## src/rtl/writeback_pkg.sv

```systemverilog
// Shared types and widths for the writeback stage.
// Register index width and word width come from `W_RD / `WORD; defaults apply when not predefined.
`ifndef W_RD
`define W_RD 5
`endif
`ifndef WORD
`define WORD 32
`endif

package writeback_pkg;
   localparam int W_RD   = `W_RD;
   localparam int WORD_W = `WORD;
   localparam int NREG   = 1 << W_RD;

   typedef logic [W_RD-1:0]   reg_idx_t;
   typedef logic [WORD_W-1:0] word_t;

   typedef struct packed {
      logic     we;
      reg_idx_t num;
      word_t    data;
   } wr_req_t;
endpackage

```

## src/rtl/writeback_if.sv

```systemverilog
// EX -> writeback result bus, with the stall returned to EX.
interface wb_if;
   import writeback_pkg::*;

   logic     v_i;
   logic     stall_o;
   logic     wb_i;
   reg_idx_t rd_num_i;
   word_t    rd_data_i;

   modport master (output v_i, wb_i, rd_num_i, rd_data_i, input stall_o);
   modport slave  (input v_i, wb_i, rd_num_i, rd_data_i, output stall_o);
endinterface

```

## src/rtl/writeback_regfile.sv

```systemverilog
// Architectural register file: one write port, two asynchronous read ports, r0 reads zero.
// Define WB_BYPASS_EN to forward the write in flight to a read port with a matching index.
module wb_regfile
   import writeback_pkg::*;
(
   input  logic     clk,
   input  logic     rst,
   input  wr_req_t  i_wr,
   input  reg_idx_t i_rd_num [2],
   output word_t    o_rd_data [2]
);
   word_t r_regs [NREG];

   // Entry 0 is never written, so it stays at its reset value of zero.
   always_ff @(posedge clk or negedge rst) begin
      if (!rst) begin
         for (int i = 0; i < NREG; i++) r_regs[i] <= '0;
      end else if (i_wr.we && i_wr.num != '0) begin
         r_regs[i_wr.num] <= i_wr.data;
      end
   end

   genvar gi;
   generate
      for (gi = 0; gi < 2; gi++) begin : g_rd
         word_t w_stored;
         assign w_stored = (i_rd_num[gi] == '0) ? '0 : r_regs[i_rd_num[gi]];
`ifdef WB_BYPASS_EN
         assign o_rd_data[gi] = (i_wr.we && i_wr.num != '0 && i_wr.num == i_rd_num[gi])
                                ? i_wr.data : w_stored;
`else
         assign o_rd_data[gi] = w_stored;
`endif
      end
   endgenerate
endmodule

```

## src/rtl/writeback.sv

```systemverilog
// Writeback stage: arbitrates the single register write port (debug wins) and counts retirements.
// Optional WB_BYPASS_EN forwards same-cycle writes to the decode read ports.
module writeback
   import writeback_pkg::*;
#(
   parameter int CNT_W = 32
) (
   input  logic             clk,
   input  logic             rst,
   wb_if.slave              ex,
   input  reg_idx_t         rs_num_i,
   input  reg_idx_t         rt_num_i,
   output word_t            rs_data_o,
   output word_t            rt_data_o,
   input  logic             dbg_we_i,
   input  reg_idx_t         dbg_num_i,
   input  word_t            dbg_data_i,
   output logic [CNT_W-1:0] retired_o
);
   logic             w_stall;
   logic             w_commit;
   wr_req_t          w_wr;
   reg_idx_t         w_rd_num [2];
   word_t            w_rd_data [2];
   logic [CNT_W-1:0] r_retired;

   // Only an instruction that needs the write port can collide with a debug write.
   assign w_stall    = ex.v_i & ex.wb_i & dbg_we_i;
   assign w_commit   = ex.v_i & ~w_stall & rst;
   assign ex.stall_o = w_stall;

   always_comb begin
      w_wr = '0;
      if (dbg_we_i) begin
         w_wr.we   = rst;
         w_wr.num  = dbg_num_i;
         w_wr.data = dbg_data_i;
      end else if (w_commit && ex.wb_i) begin
         w_wr.we   = 1'b1;
         w_wr.num  = ex.rd_num_i;
         w_wr.data = ex.rd_data_i;
      end
   end

   always_ff @(posedge clk or negedge rst) begin
      if (!rst) begin
         r_retired <= '0;
      end else if (w_commit) begin
         r_retired <= r_retired + CNT_W'(1);
      end
   end

   assign retired_o   = r_retired;
   assign w_rd_num[0] = rs_num_i;
   assign w_rd_num[1] = rt_num_i;
   assign rs_data_o   = w_rd_data[0];
   assign rt_data_o   = w_rd_data[1];

   wb_regfile u_regfile (
      .clk       (clk),
      .rst       (rst),
      .i_wr      (w_wr),
      .i_rd_num  (w_rd_num),
      .o_rd_data (w_rd_data)
   );
endmodule

```

## src/flat_wrapper.sv

```systemverilog
// flat-port wrapper written by rule: the top's interface ports become plain ports
module writeback_flat import writeback_pkg::*;
#(
   parameter int CNT_W = 32
)
  (clk, rst, rs_num_i, rt_num_i, rs_data_o, rt_data_o, dbg_we_i, dbg_num_i, dbg_data_i, retired_o, ex_v_i, ex_wb_i, ex_rd_num_i, ex_rd_data_i, ex_stall_o);
  wb_if ex_i ();
  input  logic clk;
  input  logic rst;
  input  reg_idx_t rs_num_i;
  input  reg_idx_t rt_num_i;
  output word_t rs_data_o;
  output word_t rt_data_o;
  input  logic dbg_we_i;
  input  reg_idx_t dbg_num_i;
  input  word_t dbg_data_i;
  output logic [CNT_W-1:0] retired_o;
  input wire logic [$bits(ex_i.v_i)-1:0] ex_v_i;
  input wire logic [$bits(ex_i.wb_i)-1:0] ex_wb_i;
  input wire logic [$bits(ex_i.rd_num_i)-1:0] ex_rd_num_i;
  input wire logic [$bits(ex_i.rd_data_i)-1:0] ex_rd_data_i;
  output wire logic [$bits(ex_i.stall_o)-1:0] ex_stall_o;
  assign ex_i.v_i = ex_v_i;
  assign ex_i.wb_i = ex_wb_i;
  assign ex_i.rd_num_i = ex_rd_num_i;
  assign ex_i.rd_data_i = ex_rd_data_i;
  assign ex_stall_o = ex_i.stall_o;
  writeback #(.CNT_W(CNT_W)) u_core (.clk(clk), .rst(rst), .ex(ex_i), .rs_num_i(rs_num_i), .rt_num_i(rt_num_i), .rs_data_o(rs_data_o), .rt_data_o(rt_data_o), .dbg_we_i(dbg_we_i), .dbg_num_i(dbg_num_i), .dbg_data_i(dbg_data_i), .retired_o(retired_o));
endmodule
```

## config.mk

```make
export PLATFORM = sky130hd
export DESIGN_NAME = writeback_flat
export DESIGN_NICKNAME = d
export VERILOG_FILES = /design/src/rtl/writeback_pkg.sv /design/src/rtl/writeback_if.sv /design/src/rtl/writeback_regfile.sv /design/src/rtl/writeback.sv /design/src/flat_wrapper.sv
export SDC_FILE = /design/constraint.sdc
export NUM_CORES = 2
export LEC_CHECK = 0
export ABC_AREA = 1
export CORE_MARGIN = 8
export CORE_UTILIZATION = 52
export DETAILED_ROUTE_END_ITERATION = 10
export PLACE_DENSITY = 0.69
export SYNTH_ARGS = -nofsm -noshare
export SYNTH_HDL_FRONTEND = slang
export SYNTH_SLANG_ARGS = --single-unit
```

## constraint.sdc

```tcl
create_clock -name clk -period 2.01 [get_ports clk]
set_input_delay 0.201 -clock clk [delete_from_list [all_inputs] [get_ports clk]]
set_output_delay 0.201 -clock clk [all_outputs]
set_load 0.005 [all_outputs]
```

* After elaboration in Yosys (flattened, before gate mapping)
Cells that the tools add are included.
** Word-level totals
- Logic and storage cells :: 65
- Input bits :: 89
- Flip-flop bits (word level) :: 1056
** Operators by class
- Add/sub/neg operators :: 1
- Order comparisons :: 4
- Bitwise operators :: 8
- Reduce and logical (&&, ||, !) cells :: 6
- Muxes and demuxes :: 13
** Operators by type and width (count)
- $bwmux W1024 :: 1
- $bmux W32 S5 :: 2
- $mux W32 :: 7
- $demux W32 S5 :: 1
- $mux W38 :: 2
- $add A32 B1 Y32 const B :: 1
- $ge A6 B6 Y1 const B :: 3
- $not A5 Y6 :: 3
- $logic_not A5 Y1 :: 2
- $lt A6 B1 Y1 const B :: 1
- $reduce_bool A5 Y1 :: 1
- $and A1 B1 Y1 :: 4
- $logic_and A1 B1 Y1 :: 3
- $not A1 Y1 :: 1

* Logic depth before layout (Yosys ltp)
- Word-level depth :: 14
- Depth in mapped cells :: 12

* Cells and area by module
From an unflattened synthesis, not the netlist that was laid out.
** Second synthesis, totals
- Cell total of the unflattened synthesis :: 8613
- Area, all modules :: 59241.8 µm²
** By module, submodules not included
- wb_regfile :: seq. area each 25624.6 µm², area each 57004.7 µm², times used 1, cells an instance 8327
- writeback :: seq. area each 800.8 µm², area each 2237.1 µm², times used 1, cells an instance 286

* Worst setup path before layout
OpenSTA, ideal clock, no wires.
- Path kind :: in2out
- From :: input rs_num_i[1]
- To :: output rs_data_o[12]
- Data arrival time :: 1609 ps
- Stages :: 9
- Data required time :: 1809 ps
- Slack :: 200 ps
- Cells stage by stage :: clkbuf_1 clkbuf_1 clkbuf_1 clkbuf_1 nand3_1 nand3_1 nand3_1 nor2_1 nor2_1
** Between the ends
- Word-level cells in the longest chain between the ends :: 5
- Elaborated cells on any way between the ends :: 6
** Ends and longest elaborated chain
- start, declared :: RTL line flat_wrapper.sv:10 : input reg_idx_t rs_num_i;
- $not A5 Y6 (not written as such) :: RTL line writeback_regfile.sv:27 : assign w_stored = (i_rd_num[gi] == '0) ? '0 : r_regs[i_rd_num[gi]];
- $bmux W32 S5 :: RTL line writeback_regfile.sv:27
- $mux W32 (not written as such) (2 in a row) :: RTL line writeback_regfile.sv:27
- $mux W32 * :: RTL line writeback_regfile.sv:27
- end, declared :: RTL line flat_wrapper.sv:12 : output word_t rs_data_o;
Every way passes the cells marked *; elsewhere a longest branch is shown, timed or not. The select of a mux whose other input is x is not followed.

* Worst setup path in the final report
- From :: register u_core.u_regfile.r_regs[560] (netlist bit)
- To :: output rs_data_o[16]
** Between the ends
- Word-level cells in the longest chain between the ends :: 4
** Ends and longest elaborated chain
- start, declared :: RTL line writeback_regfile.sv:12 : word_t r_regs [NREG];
- start signal, assigned by index :: RTL line writeback_regfile.sv:19 : r_regs[i_wr.num] <= i_wr.data;
- $bmux W32 S5 :: RTL line writeback_regfile.sv:27
- $mux W32 (not written as such) (2 in a row) :: RTL line writeback_regfile.sv:27
- $mux W32 :: RTL line writeback_regfile.sv:27
No other way between the ends. The select of a mux whose other input is x is not followed.

==> results_dict.tcl <==
set metrics [dict create \
    power_density_nw_per_um2 799 \
    final_layout_size_suffix_gt1_share_pct 16.3 \
    clkTransAtPathRegs_ns 0.07 \
    power.total_mw 57.7 \
    r2r_slack_ns 0.24 \
    setup_viol 64 \
    reg2reg_to "u_core.retired_o[27]" \
    synth-edff-count 0 \
    vias 63000 \
    hold_ws_ns 0.156 \
    root_buffer "clkbuf_16" \
    grt_pass1_wl_microns 357000 \
    worst_ep_arrival_time_ns 2.16 \
    seq_area_sq_um 26400 \
    ctsLongestPathBuffers 3 \
    ys_types 32 \
    cp.required_ns 1.81 \
    hold_viol_final 0 \
    synth_area_leaders "dfrtp_1 (46%), nand2_1 (17%), o21ai_0 (14%), nand3_1 (6.0%), nor2_1 (5.4%)" \
    seqPwrFrac_pct 42.9 \
    drt_iter0_markers 9580 \
    rr_startpoint "u_core.retired_o[2]" \
    dieArea_sq_um 122000 \
    place.gp.congestion 0.964 \
    outcome "finished, violations left" \
    dp_hpwl_microns 150000 \
    drc 0 \
    start_kind "flip-flop" \
    r2r_cells 6 \
    violations "setup timing" \
    fin_cells 10100 \
    grt.total_usage_pct 37.4 \
    ys_seq_elements 1056 \
    rows 122 \
    fp.dieW_microns 349 \
    wirelength_microns 237000 \
    p_leak_nw 33.0 \
    p_sw_share_pct 29.9 \
    synth_area_sq_um 57800 \
    die_h_microns 349 \
    slew_headroom_pct 31.6 \
    h-tree-depth 3 \
    cts.sinks 1056 \
    critical_path_class "reg -> out" \
    power.share.combinational_pct 18.0 \
    area_growth_pct 24.9 \
    worst_pin_slew_ns 1.03 \
    tritoncts "yes" \
    synthArstFlopShare_pct 100 \
    hold_class "in -> async" \
    grt-ovfl-total 0 \
    synth_area_leader_cell "dfrtp_1" \
    io_buffer_count 185 \
    grt_max_degree 176 \
    ys_seq_area_share_pct 45.7 \
    firstDrtPassIters 9 \
    cts_buffers 116 \
    wl_per_cell_microns 23.4 \
    end_kind "output port" \
    synth_top_area_share_pct 45.7 \
    netlist_instances 8265 \
    final_area_sq_um 72200 \
    fin_nets 8629 \
    fmaxAchievable_mhz 423 \
    fp.coreArea_sq_um 111000 \
    maxSlewViolCount 0 \
    post_dp_cell_area_sq_um 66200 \
    finClkSkew_ns 0.00732 \
    synth_area_per_cell_sq_um 6.99 \
    p_sw_mw 17.3 \
    ys_warn_count 0 \
    maxCapViolations 0 \
    nFillCells 9508 \
    cp_max_fo 2 \
    multi_input_area_sq_um 29500 \
    avgViaCountPerCell 6.22 \
    synthFlopType "dfrtp_1" \
    clk_latency_ns 0.73 \
    placed_cells 9796 \
    ioPinCount 186 \
    antenna_found_initial 6 \
    synth_nets 8355 \
    drtAntennaViolNets 0 \
    layout_commonest_cell "nand2_1" \
    grt_pass1_vias 58800 \
    start_util_pct 52.3 \
    rsz0062_at_grt "true" \
    clock_power_share_pct 39.0 \
    period_needed_ns 2.36 \
    fin_ws_ns -0.354 \
    ir_drop_v 0.000854 \
    final_cell_mix "nand2_1 (2548), o21ai_0 (1336), dfrtp_1 (1055)" \
    power.internal_mw 40.4 \
    finalCritPeriodShare_pct 118 \
]
state kept, by name, summed over array words and instances, names as in the netlist:
name,count
u_core.u_regfile.r_regs,1024
u_core.retired_o,32
routing by layer:
layer,track usage [%],up-vias,wire (microns)
li1,-,27800,-
met1,50.8,29800,90500
met2,55.1,4461,101000
met3,9.68,938,31500
met4,19.6,4,14500
met5,0,-,21
cells by family (layout without fill, tap and decap cells):
kind of cell / Yosys count / count (layout) / share of synthesized area, %
other: 0 / 3 / 0
adder cells (fa/ha/maj): 1 / 1 / 0.0216
multiplexers: 8 / 8 / 0.139
flip-flops: 1056 / 1056 / 45.7
AND/OR/NAND/NOR: 4259 / 4259 / 29.6
XOR/XNOR: 29 / 29 / 0.439
buffers and inverters: 914 / 1284 / 5.96
AO/OA/AOI/OAI: 1998 / 1998 / 18.2
through the flow:
step | setup slack [ns] | TNS [ns] | util [%]
global placement | -0.642 | -344.56 | 59.9
finish | -0.354 | -12.14 | 65.3
CTS | -0.307 | -11.89 | 64.4
floorplan | 0.200 | 0 | -
detailed placement | -0.658 | -410.40 | 59.9
global route | -0.421 | -17.61 | 65.3
worst max-delay path by stage:
stage	from	endpoint	slack [ns]	cells after the start
floorplan	rs_num_i[1]	rs_data_o[12]	0.20	9
global placement	rs_num_i[1]	rs_data_o[16]	-0.64	11
detailed placement	rs_num_i[0]	rs_data_o[16]	-0.66	11
CTS	u_core.u_regfile.r_regs[809]	rt_data_o[9]	-0.31	10
global route	u_core.u_regfile.r_regs[751]	rs_data_o[15]	-0.42	10
finish	u_core.u_regfile.r_regs[560]	rs_data_o[16]	-0.35	8
synthesized netlist by cell type, types with 16 or more instances:
cell and count:
nand2_1 2641, o21ai_0 1586, dfrtp_1 1056, nor2_1 828, clkbuf_1 695, nand3_1 689, a21oi_1 165, inv_1 147
o211ai_1 115, nand4_1 71, o22ai_1 58, buf_1 55, a22oi_1 32, nor3_1 22, xor2_1 19, a211oi_1 16
worst max-delay path: stages (launching register included):
cell	delay (ns)
dfrtp_1	0.36
o21ai_1	0.08
o22ai_1	0.16
buf_4	0.12
nor2_1	0.03
nor2_1	0.16
nor2_2	0.07
nor2_4	0.26
buf_2	0.18
power groups by stage:
stage / Combinational, mW / Sequential, mW / Clock (mW)
final: 10.4 / 24.8 / 22.5
after global routing: 11.4 / 24.9 / 23.4
after CTS: 9.83 / 24.7 / 22.6
after detailed placement: 9.44 / 25.0 / 0
after global placement: 9.22 / 25.0 / 0
after floorplan: 5.20 / 24.6 / 0
layout make-up:
| class | instances | area share [%] |
|---|---|---|
| inverter | 151 | 0.832 |
| timing repair buffer | 919 | 13.6 |
| tap | 1488 | 2.58 |
| antenna | 3 | 0.0104 |
| multi-input combinational | 6295 | 40.8 |
| sequential | 1056 | 36.6 |
| clock inverter | 49 | 0.823 |
| clock buffer | 165 | 4.68 |
timing repair:
item                                   in CTS  in global routing
setup endpoints to repair                  65                483
setup buffers                              69                 50
gates resized for setup                   636                279
hold buffers                                1                  0
pin swaps                                 266                227
endpoints found under the hold margin     129                  0
gates cloned                                1                  0
(Power assumes the default switching activity.)
